[src/rtl/perceptron_decision_filter_pkg.sv]
// Shared definitions for the perceptron decision filter: default widths, accumulator
// width derivation and the window FSM state type.
package perceptron_decision_filter_pkg;

    localparam int STATE_W_DEF  = 32'sd8;
    localparam int WIN_LOG2_DEF = 32'sd3;
    localparam int HYST_DEF     = 32'sd4;

    // Exact window sum: each doubling of the window needs one extra bit.
    function automatic int acc_width(input int state_w, input int win_log2);
        return state_w + win_log2;
    endfunction

    typedef enum logic [1:0] {
        IDLE  = 2'd0,
        ACCUM = 2'd1,
        DONE  = 2'd2
    } pdf_state_e;

endpackage

[src/rtl/perceptron_decision_filter_if.sv]
// Sample stream from the neuron and decision handshake towards the readout mux.
// master = producer/consumer side, slave = the filter.
interface perceptron_decision_filter_if
    import perceptron_decision_filter_pkg::*;
#(
    parameter int STATE_W  = STATE_W_DEF,
    parameter int WIN_LOG2 = WIN_LOG2_DEF
);
    localparam int ACC_W = acc_width(STATE_W, WIN_LOG2);

    logic                in_valid;
    logic [STATE_W-1:0]  state_in;
    logic                fire_in;
    logic                dec_ready;
    logic                dec_valid;
    logic                decision;
    logic [ACC_W-1:0]    win_sum;
    logic [WIN_LOG2:0]   fire_cnt;
    logic                overrun;

    modport master (
        output in_valid, state_in, fire_in, dec_ready,
        input  dec_valid, decision, win_sum, fire_cnt, overrun
    );

    modport slave (
        input  in_valid, state_in, fire_in, dec_ready,
        output dec_valid, decision, win_sum, fire_cnt, overrun
    );

endinterface

[src/rtl/perceptron_decision_filter.sv]
// Windowed sum/fire-count filter over 2**WIN_LOG2 neuron samples with a valid/ready result.
// Optional feature macro: PDF_HYST_EN (hysteresis band of +/-HYST on the decision).
module perceptron_decision_filter
    import perceptron_decision_filter_pkg::*;
#(
    parameter int STATE_W  = STATE_W_DEF,
    parameter int WIN_LOG2 = WIN_LOG2_DEF,
    parameter int HYST     = HYST_DEF
) (
    input  logic clk,
    input  logic reset_n,
    input  logic start,
    input  logic cont,
    perceptron_decision_filter_if.slave bus
);

    localparam int ACC_W = acc_width(STATE_W, WIN_LOG2);

    // Without hysteresis the band collapses to nothing: sum > 0 -> 1, sum < 1 -> 0.
`ifdef PDF_HYST_EN
    localparam int TH_HI = HYST;
    localparam int TH_LO = -HYST;
`else
    localparam int TH_HI = 32'sd0 * HYST;
    localparam int TH_LO = 32'sd1;
`endif
    localparam logic signed [ACC_W-1:0] TH_HI_A  = ACC_W'(TH_HI);
    localparam logic signed [ACC_W-1:0] TH_LO_A  = ACC_W'(TH_LO);
    localparam logic [WIN_LOG2-1:0]     CNT_LAST = {WIN_LOG2{1'b1}};

    pdf_state_e               state_q, state_d;
    logic signed [ACC_W-1:0]  acc_q, acc_d;
    logic signed [ACC_W-1:0]  win_sum_q, win_sum_d;
    logic signed [ACC_W-1:0]  sample_s, sum_s;
    logic [WIN_LOG2:0]        fcnt_q, fcnt_d, fcnt_sum_s;
    logic [WIN_LOG2:0]        fire_cnt_q, fire_cnt_d;
    logic [WIN_LOG2-1:0]      cnt_q, cnt_d;
    logic                     dec_valid_q, dec_valid_d;
    logic                     decision_q, decision_d, decision_next_s;
    logic                     overrun_q, overrun_d;

    assign sample_s   = {{WIN_LOG2{bus.state_in[STATE_W-1]}}, bus.state_in};
    assign sum_s      = acc_q + sample_s;
    assign fcnt_sum_s = fcnt_q + {{WIN_LOG2{1'b0}}, bus.fire_in};

    // Decision for the window that closes with the current sample.
    always_comb begin
        decision_next_s = decision_q;
        if (sum_s > TH_HI_A) begin
            decision_next_s = 1'b1;
        end else if (sum_s < TH_LO_A) begin
            decision_next_s = 1'b0;
        end else begin
            decision_next_s = decision_q;
        end
    end

    // Window FSM: next state, accumulator and result registers.
    always_comb begin
        state_d     = state_q;
        acc_d       = acc_q;
        fcnt_d      = fcnt_q;
        cnt_d       = cnt_q;
        win_sum_d   = win_sum_q;
        fire_cnt_d  = fire_cnt_q;
        decision_d  = decision_q;
        dec_valid_d = dec_valid_q;
        overrun_d   = overrun_q;

        case (state_q)
            IDLE: begin
                if (start) begin
                    state_d   = ACCUM;
                    acc_d     = '0;
                    fcnt_d    = '0;
                    cnt_d     = '0;
                    overrun_d = 1'b0;
                end else begin
                    state_d = IDLE;
                end
            end

            ACCUM: begin
                if (start) begin
                    acc_d     = '0;
                    fcnt_d    = '0;
                    cnt_d     = '0;
                    overrun_d = 1'b0;
                end else if (bus.in_valid) begin
                    if (cnt_q == CNT_LAST) begin
                        state_d     = DONE;
                        win_sum_d   = sum_s;
                        fire_cnt_d  = fcnt_sum_s;
                        decision_d  = decision_next_s;
                        dec_valid_d = 1'b1;
                        acc_d       = '0;
                        fcnt_d      = '0;
                        cnt_d       = '0;
                    end else begin
                        acc_d  = sum_s;
                        fcnt_d = fcnt_sum_s;
                        cnt_d  = cnt_q + {{(WIN_LOG2-1){1'b0}}, 1'b1};
                    end
                end else begin
                    state_d = ACCUM;
                end
            end

            DONE: begin
                // start outranks both the handshake and an incoming sample.
                if (start) begin
                    state_d     = ACCUM;
                    acc_d       = '0;
                    fcnt_d      = '0;
                    cnt_d       = '0;
                    overrun_d   = 1'b0;
                    dec_valid_d = 1'b0;
                end else if (dec_valid_q && bus.dec_ready) begin
                    dec_valid_d = 1'b0;
                    acc_d       = '0;
                    fcnt_d      = '0;
                    cnt_d       = '0;
                    if (cont) begin
                        state_d = ACCUM;
                        if (bus.in_valid) begin
                            acc_d  = sample_s;
                            fcnt_d = {{WIN_LOG2{1'b0}}, bus.fire_in};
                            cnt_d  = {{(WIN_LOG2-1){1'b0}}, 1'b1};
                        end else begin
                            cnt_d = '0;
                        end
                    end else begin
                        state_d = IDLE;
                    end
                end else if (bus.in_valid) begin
                    overrun_d = 1'b1;
                end else begin
                    state_d = DONE;
                end
            end

            default: begin
                state_d     = IDLE;
                dec_valid_d = 1'b0;
            end
        endcase
    end

    // State and result registers.
    always_ff @(posedge clk or negedge reset_n) begin
        if (!reset_n) begin
            state_q     <= IDLE;
            acc_q       <= '0;
            fcnt_q      <= '0;
            cnt_q       <= '0;
            win_sum_q   <= '0;
            fire_cnt_q  <= '0;
            decision_q  <= 1'b0;
            dec_valid_q <= 1'b0;
            overrun_q   <= 1'b0;
        end else begin
            state_q     <= state_d;
            acc_q       <= acc_d;
            fcnt_q      <= fcnt_d;
            cnt_q       <= cnt_d;
            win_sum_q   <= win_sum_d;
            fire_cnt_q  <= fire_cnt_d;
            decision_q  <= decision_d;
            dec_valid_q <= dec_valid_d;
            overrun_q   <= overrun_d;
        end
    end

    assign bus.dec_valid = dec_valid_q;
    assign bus.decision  = decision_q;
    assign bus.win_sum   = win_sum_q;
    assign bus.fire_cnt  = fire_cnt_q;
    assign bus.overrun   = overrun_q;

endmodule

[src/flat_wrapper.sv]
// flat-port wrapper written by rule: the top's interface ports become plain ports
module perceptron_decision_filter_flat import perceptron_decision_filter_pkg::*;
#(
    parameter int STATE_W  = STATE_W_DEF,
    parameter int WIN_LOG2 = WIN_LOG2_DEF,
    parameter int HYST     = HYST_DEF
)
  (clk, reset_n, start, cont, bus_in_valid, bus_state_in, bus_fire_in, bus_dec_ready, bus_dec_valid, bus_decision, bus_win_sum, bus_fire_cnt, bus_overrun);
  perceptron_decision_filter_if #(.STATE_W(STATE_W), .WIN_LOG2(WIN_LOG2)) bus_i ();
  input  logic clk;
  input  logic reset_n;
  input  logic start;
  input  logic cont;
  input wire logic [$bits(bus_i.in_valid)-1:0] bus_in_valid;
  input wire logic [$bits(bus_i.state_in)-1:0] bus_state_in;
  input wire logic [$bits(bus_i.fire_in)-1:0] bus_fire_in;
  input wire logic [$bits(bus_i.dec_ready)-1:0] bus_dec_ready;
  output wire logic [$bits(bus_i.dec_valid)-1:0] bus_dec_valid;
  output wire logic [$bits(bus_i.decision)-1:0] bus_decision;
  output wire logic [$bits(bus_i.win_sum)-1:0] bus_win_sum;
  output wire logic [$bits(bus_i.fire_cnt)-1:0] bus_fire_cnt;
  output wire logic [$bits(bus_i.overrun)-1:0] bus_overrun;
  assign bus_i.in_valid = bus_in_valid;
  assign bus_i.state_in = bus_state_in;
  assign bus_i.fire_in = bus_fire_in;
  assign bus_i.dec_ready = bus_dec_ready;
  assign bus_dec_valid = bus_i.dec_valid;
  assign bus_decision = bus_i.decision;
  assign bus_win_sum = bus_i.win_sum;
  assign bus_fire_cnt = bus_i.fire_cnt;
  assign bus_overrun = bus_i.overrun;
  perceptron_decision_filter #(.STATE_W(STATE_W), .WIN_LOG2(WIN_LOG2), .HYST(HYST)) u_core (.clk(clk), .reset_n(reset_n), .start(start), .cont(cont), .bus(bus_i));
endmodule
[config.mk]
export PLATFORM = sky130hd
export DESIGN_NAME = perceptron_decision_filter_flat
export DESIGN_NICKNAME = d
export VERILOG_FILES = /design/src/rtl/perceptron_decision_filter_pkg.sv /design/src/rtl/perceptron_decision_filter_if.sv /design/src/rtl/perceptron_decision_filter.sv /design/src/flat_wrapper.sv
export SDC_FILE = /design/constraint.sdc
export NUM_CORES = 1
export LEC_CHECK = 0
export CORE_UTILIZATION = 45
export CTS_BUF_LIST = sky130_fd_sc_hd__clkbuf_8
export CTS_CLUSTER_SIZE = 8
export DETAILED_ROUTE_END_ITERATION = 10
export PLACE_DENSITY = 0.68
export SETUP_SLACK_MARGIN = 0.05
export SLEW_MARGIN = 20
export SYNTH_ARGS = -nofsm -noshare
export SYNTH_HDL_FRONTEND = slang
export SYNTH_SLANG_ARGS = --single-unit
[constraint.sdc]
create_clock -name clk -period 6 [get_ports clk]
set_input_delay 1.2 -clock clk [delete_from_list [all_inputs] [get_ports clk]]
set_output_delay 1.2 -clock clk [all_outputs]
set_load 0.01 [all_outputs]
==> impl_metrics.json <==
{
  "crit_slowest_cell": "clkdlybuf4s50_1",
  "track_usage": 0.191,
  "dieHeight_um": 71.6,
  "start_kind": "input port",
  "maxCapViolCount": 0,
  "status": "complete, no violations",
  "cts_buffers": 5,
  "die-area_um2": 5130,
  "synthAdderAreaFrac": 0.118,
  "synthFlopType": "dfrtp_1",
  "rsz0062_at_grt": "false",
  "synth_mux_area_frac": 0.0258,
  "p_leak_nw": 1.27,
  "fmax_ghz": 0.284,
  "drt_iter0_drc": 90,
  "peakVddDrop_uv": 202,
  "crit_arrival_ns": 3.70,
  "grt_max_degree": 39,
  "slowest_delay_ns": 0.49,
  "wire_per_inst_um": 14.6,
  "grt_pass1_vias": 1566,
  "ant_nets": 0,
  "clkLatencyLatePin_ns": 0.29,
  "drcViolationCount": 0,
  "path_clk_slew_ns": 0.08,
  "cts_tree": "done",
  "cp-end-kind": "register",
  "crit_chain": "clkdlybuf4s50_1 -> ha_1 -> inv_1 -> fa_1 -> nor2b_1 -> o31ai_1 -> a31oi_1 -> a21oi_1 -> o21ba_2 -> xnor2_1 -> a221o_1",
  "cts_sinks": 38,
  "drv_slew": 0,
  "synth_fp_nets": 253,
  "die_w_um": 71.6,
  "synth_compound_area_frac": 0.223,
  "nets": 286,
  "yosysWarnings": 0,
  "start_util": 0.484,
  "area_delta_synth_final_pct": 22.5,
  "io_buffers": 32,
  "cts.htree.levels": 2,
  "overflow": 0,
  "crit_required_ns": 6.17,
  "cts_buffer_depth": 2,
  "antenna_found_initial": 0,
  "pre_cts_slack_ns": 2.18,
  "grt_first_pass_wirelength_mm": 7.58,
  "synth_xor_area_frac": 0.0482,
  "final.setup.tns_ns": 0,
  "final_common_cell": "dfrtp_1",
  "ys_ff_latch": 38,
  "dr.pass1.iters": 6,
  "ys_seq_area_frac": 0.436,
  "mostFrequentLayoutCells": "dfrtp_1, clkdlybuf4s50_1, o21ai_0",
  "timing.final.ws_setup_ns": 2.47,
  "postCtsHoldBufs": 0,
  "core-area_um2": 4500,
  "synthSimpleGateAreaFrac": 0.111,
  "io_pins": 33,
  "n_fill_cell": 378,
  "gp_congestion": 0.834,
  "cts_root_buffer": "clkbuf_8",
  "routed_wl_mm": 4.44,
  "synth-edff-count": 0,
  "crit_fanout": 3,
  "netlist_area_um2": 2180,
  "relSlewSlack": 0.380,
  "via_count": 1699,
  "setup_viol_count_final": 0,
  "synth_top_family_by_area": "compound AO/OA/AOI/OAI gates",
  "dpl.hpwl_mm": 3.17,
  "drive_gt1_frac": 0.0873,
  "vias_per_cell": 5.59,
  "antenna_cells": 0,
  "post-route-min-period_ns": 3.53,
  "ys_types": 48,
  "rows": 24,
  "cts_resized": 0,
  "syn_area_per_cell_um2": 10.0,
  "period_share": 0.588,
  "async_flop_share": 1.00,
  "power_density_nw_per_um2": 316,
  "worstMarginPinSlew_ns": 0.927,
  "hold_path_class": "reg2reg",
  "post-cts-setup-buffers": 0,
  "hold_violations": 0,
  "syn-instance-count": 218,
  "skew_ns": 0.0106,
  "worstSetupPathType": "in2reg"
}
state kept, by name, summed over array words and instances (netlist names):
signal / count
u_core.bus.fire_cnt: 4
u_core.bus.dec_valid: 1
u_core.bus.decision: 1
u_core.acc_q: 11
u_core.bus.overrun: 1
u_core.state_q: 2
u_core.bus.win_sum: 11
u_core.cnt_q: 3
u_core.fcnt_q: 4
where the power goes:
part | switching, W | internal [W] | leakage [nW]
Clock | 0.0000905 | 0.000177 | 0.0714
Combinational | 0.000169 | 0.000106 | 0.667
Sequential | 0.0000201 | 0.000281 | 0.527
Total | 0.000280 | 0.000564 | 1.27
metrics by stage:
stage	hold slack (ns)	area, um^2	util	power, W	instances
final	0.479	2670	0.594	0.000844	304
after global routing	0.503	2670	0.594	0.000900	304
after CTS	0.487	2670	0.594	0.000848	304
after detailed placement	0.469	2530	0.562	0.000578	296
after global placement	0.462	2530	0.562	0.000576	296
after floorplan	0.454	2180	-	0.000509	218
final timing paths:
path                                                   startpoint                           endpoint  slack (ns)  cells after the start
worst max-delay path                              bus_state_in[0]       u_core.acc_q[10]$_DFFE_PN0P_        2.47                     11
worst min-delay path            u_core.bus.win_sum[4]$_DFFE_PN0P_  u_core.bus.win_sum[4]$_DFFE_PN0P_        0.48                      2
worst max register to register      u_core.state_q[0]$_DFFE_PN0P_       u_core.acc_q[10]$_DFFE_PN0P_        3.09                      8
worst min register to register  u_core.bus.win_sum[4]$_DFFE_PN0P_  u_core.bus.win_sum[4]$_DFFE_PN0P_        0.48                      2
max in group asynchronous                                 reset_n        u_core.cnt_q[1]$_DFFE_PN0P_        4.45                      1
min in group asynchronous                                 reset_n  u_core.bus.win_sum[4]$_DFFE_PN0P_        1.02                      1
critical path, delay by kind of cell:
kind,cells,cell delay [ns]
compound gates,5,1.03
simple gates,1,0.18
xor+xnor,1,0.16
buf+inv,2,0.55
fa+ha+maj,2,0.58
routing by layer:
| metal | GRT usage | vias up | part of all wire |
|---|---|---|---|
| met5 | 0 | - | 0 |
| met4 | 0.0458 | 0 | 0.0047 |
| met2 | 0.270 | 51 | 0.42 |
| met3 | 0.0422 | 2 | 0.051 |
| met1 | 0.297 | 795 | 0.52 |
| li1 | - | 851 | - |
synth_stat cells, types with 2 or more instances:
master / n / area [um^2]
nor2_1: 7 / 26.3
a21o_1: 2 / 15.0
mux2_2: 5 / 56.3
xor2_1: 4 / 35.0
a222oi_1: 3 / 30.0
o211ai_1: 2 / 15.0
dfrtp_1: 38 / 951
inv_1: 14 / 52.6
a22oi_1: 7 / 52.6
a21oi_1: 13 / 65.1
nand3_1: 5 / 25.0
clkbuf_1: 4 / 15.0
o21ai_0: 21 / 105
nand4_1: 2 / 12.5
xnor2_1: 8 / 70.1
nand2_1: 20 / 75.1
o21ai_1: 7 / 35.0
o21a_1: 2 / 15.0
a31oi_1: 4 / 25.0
o21ai_2: 2 / 17.5
ha_1: 19 / 238
nor2b_1: 2 / 12.5
or3_1: 2 / 12.5
cell type report:
class / count / area [um^2] / area share
repair buffers: 32 / 315 / 0.118
flip-flops and latches: 38 / 951 / 0.356
multi-input cells: 160 / 1150 / 0.429
inverters: 14 / 52.6 / 0.0197
clock inverters: 2 / 60.1 / 0.0225
well taps: 52 / 65.1 / 0.0243
clock buffers: 6 / 82.6 / 0.0309
logic make-up (layout without fill, tap and decap cells):
family / count (synthesis) / count (layout)
muxes: 5 / 5
buffers and inverters: 20 / 54
and+or+nand+nor: 48 / 48
DFF: 38 / 38
adders and majority gates: 20 / 20
xor gates and xnor gates: 12 / 12
AOI/OAI and AO/OA: 75 / 75
(Power assumes the default switching activity.)
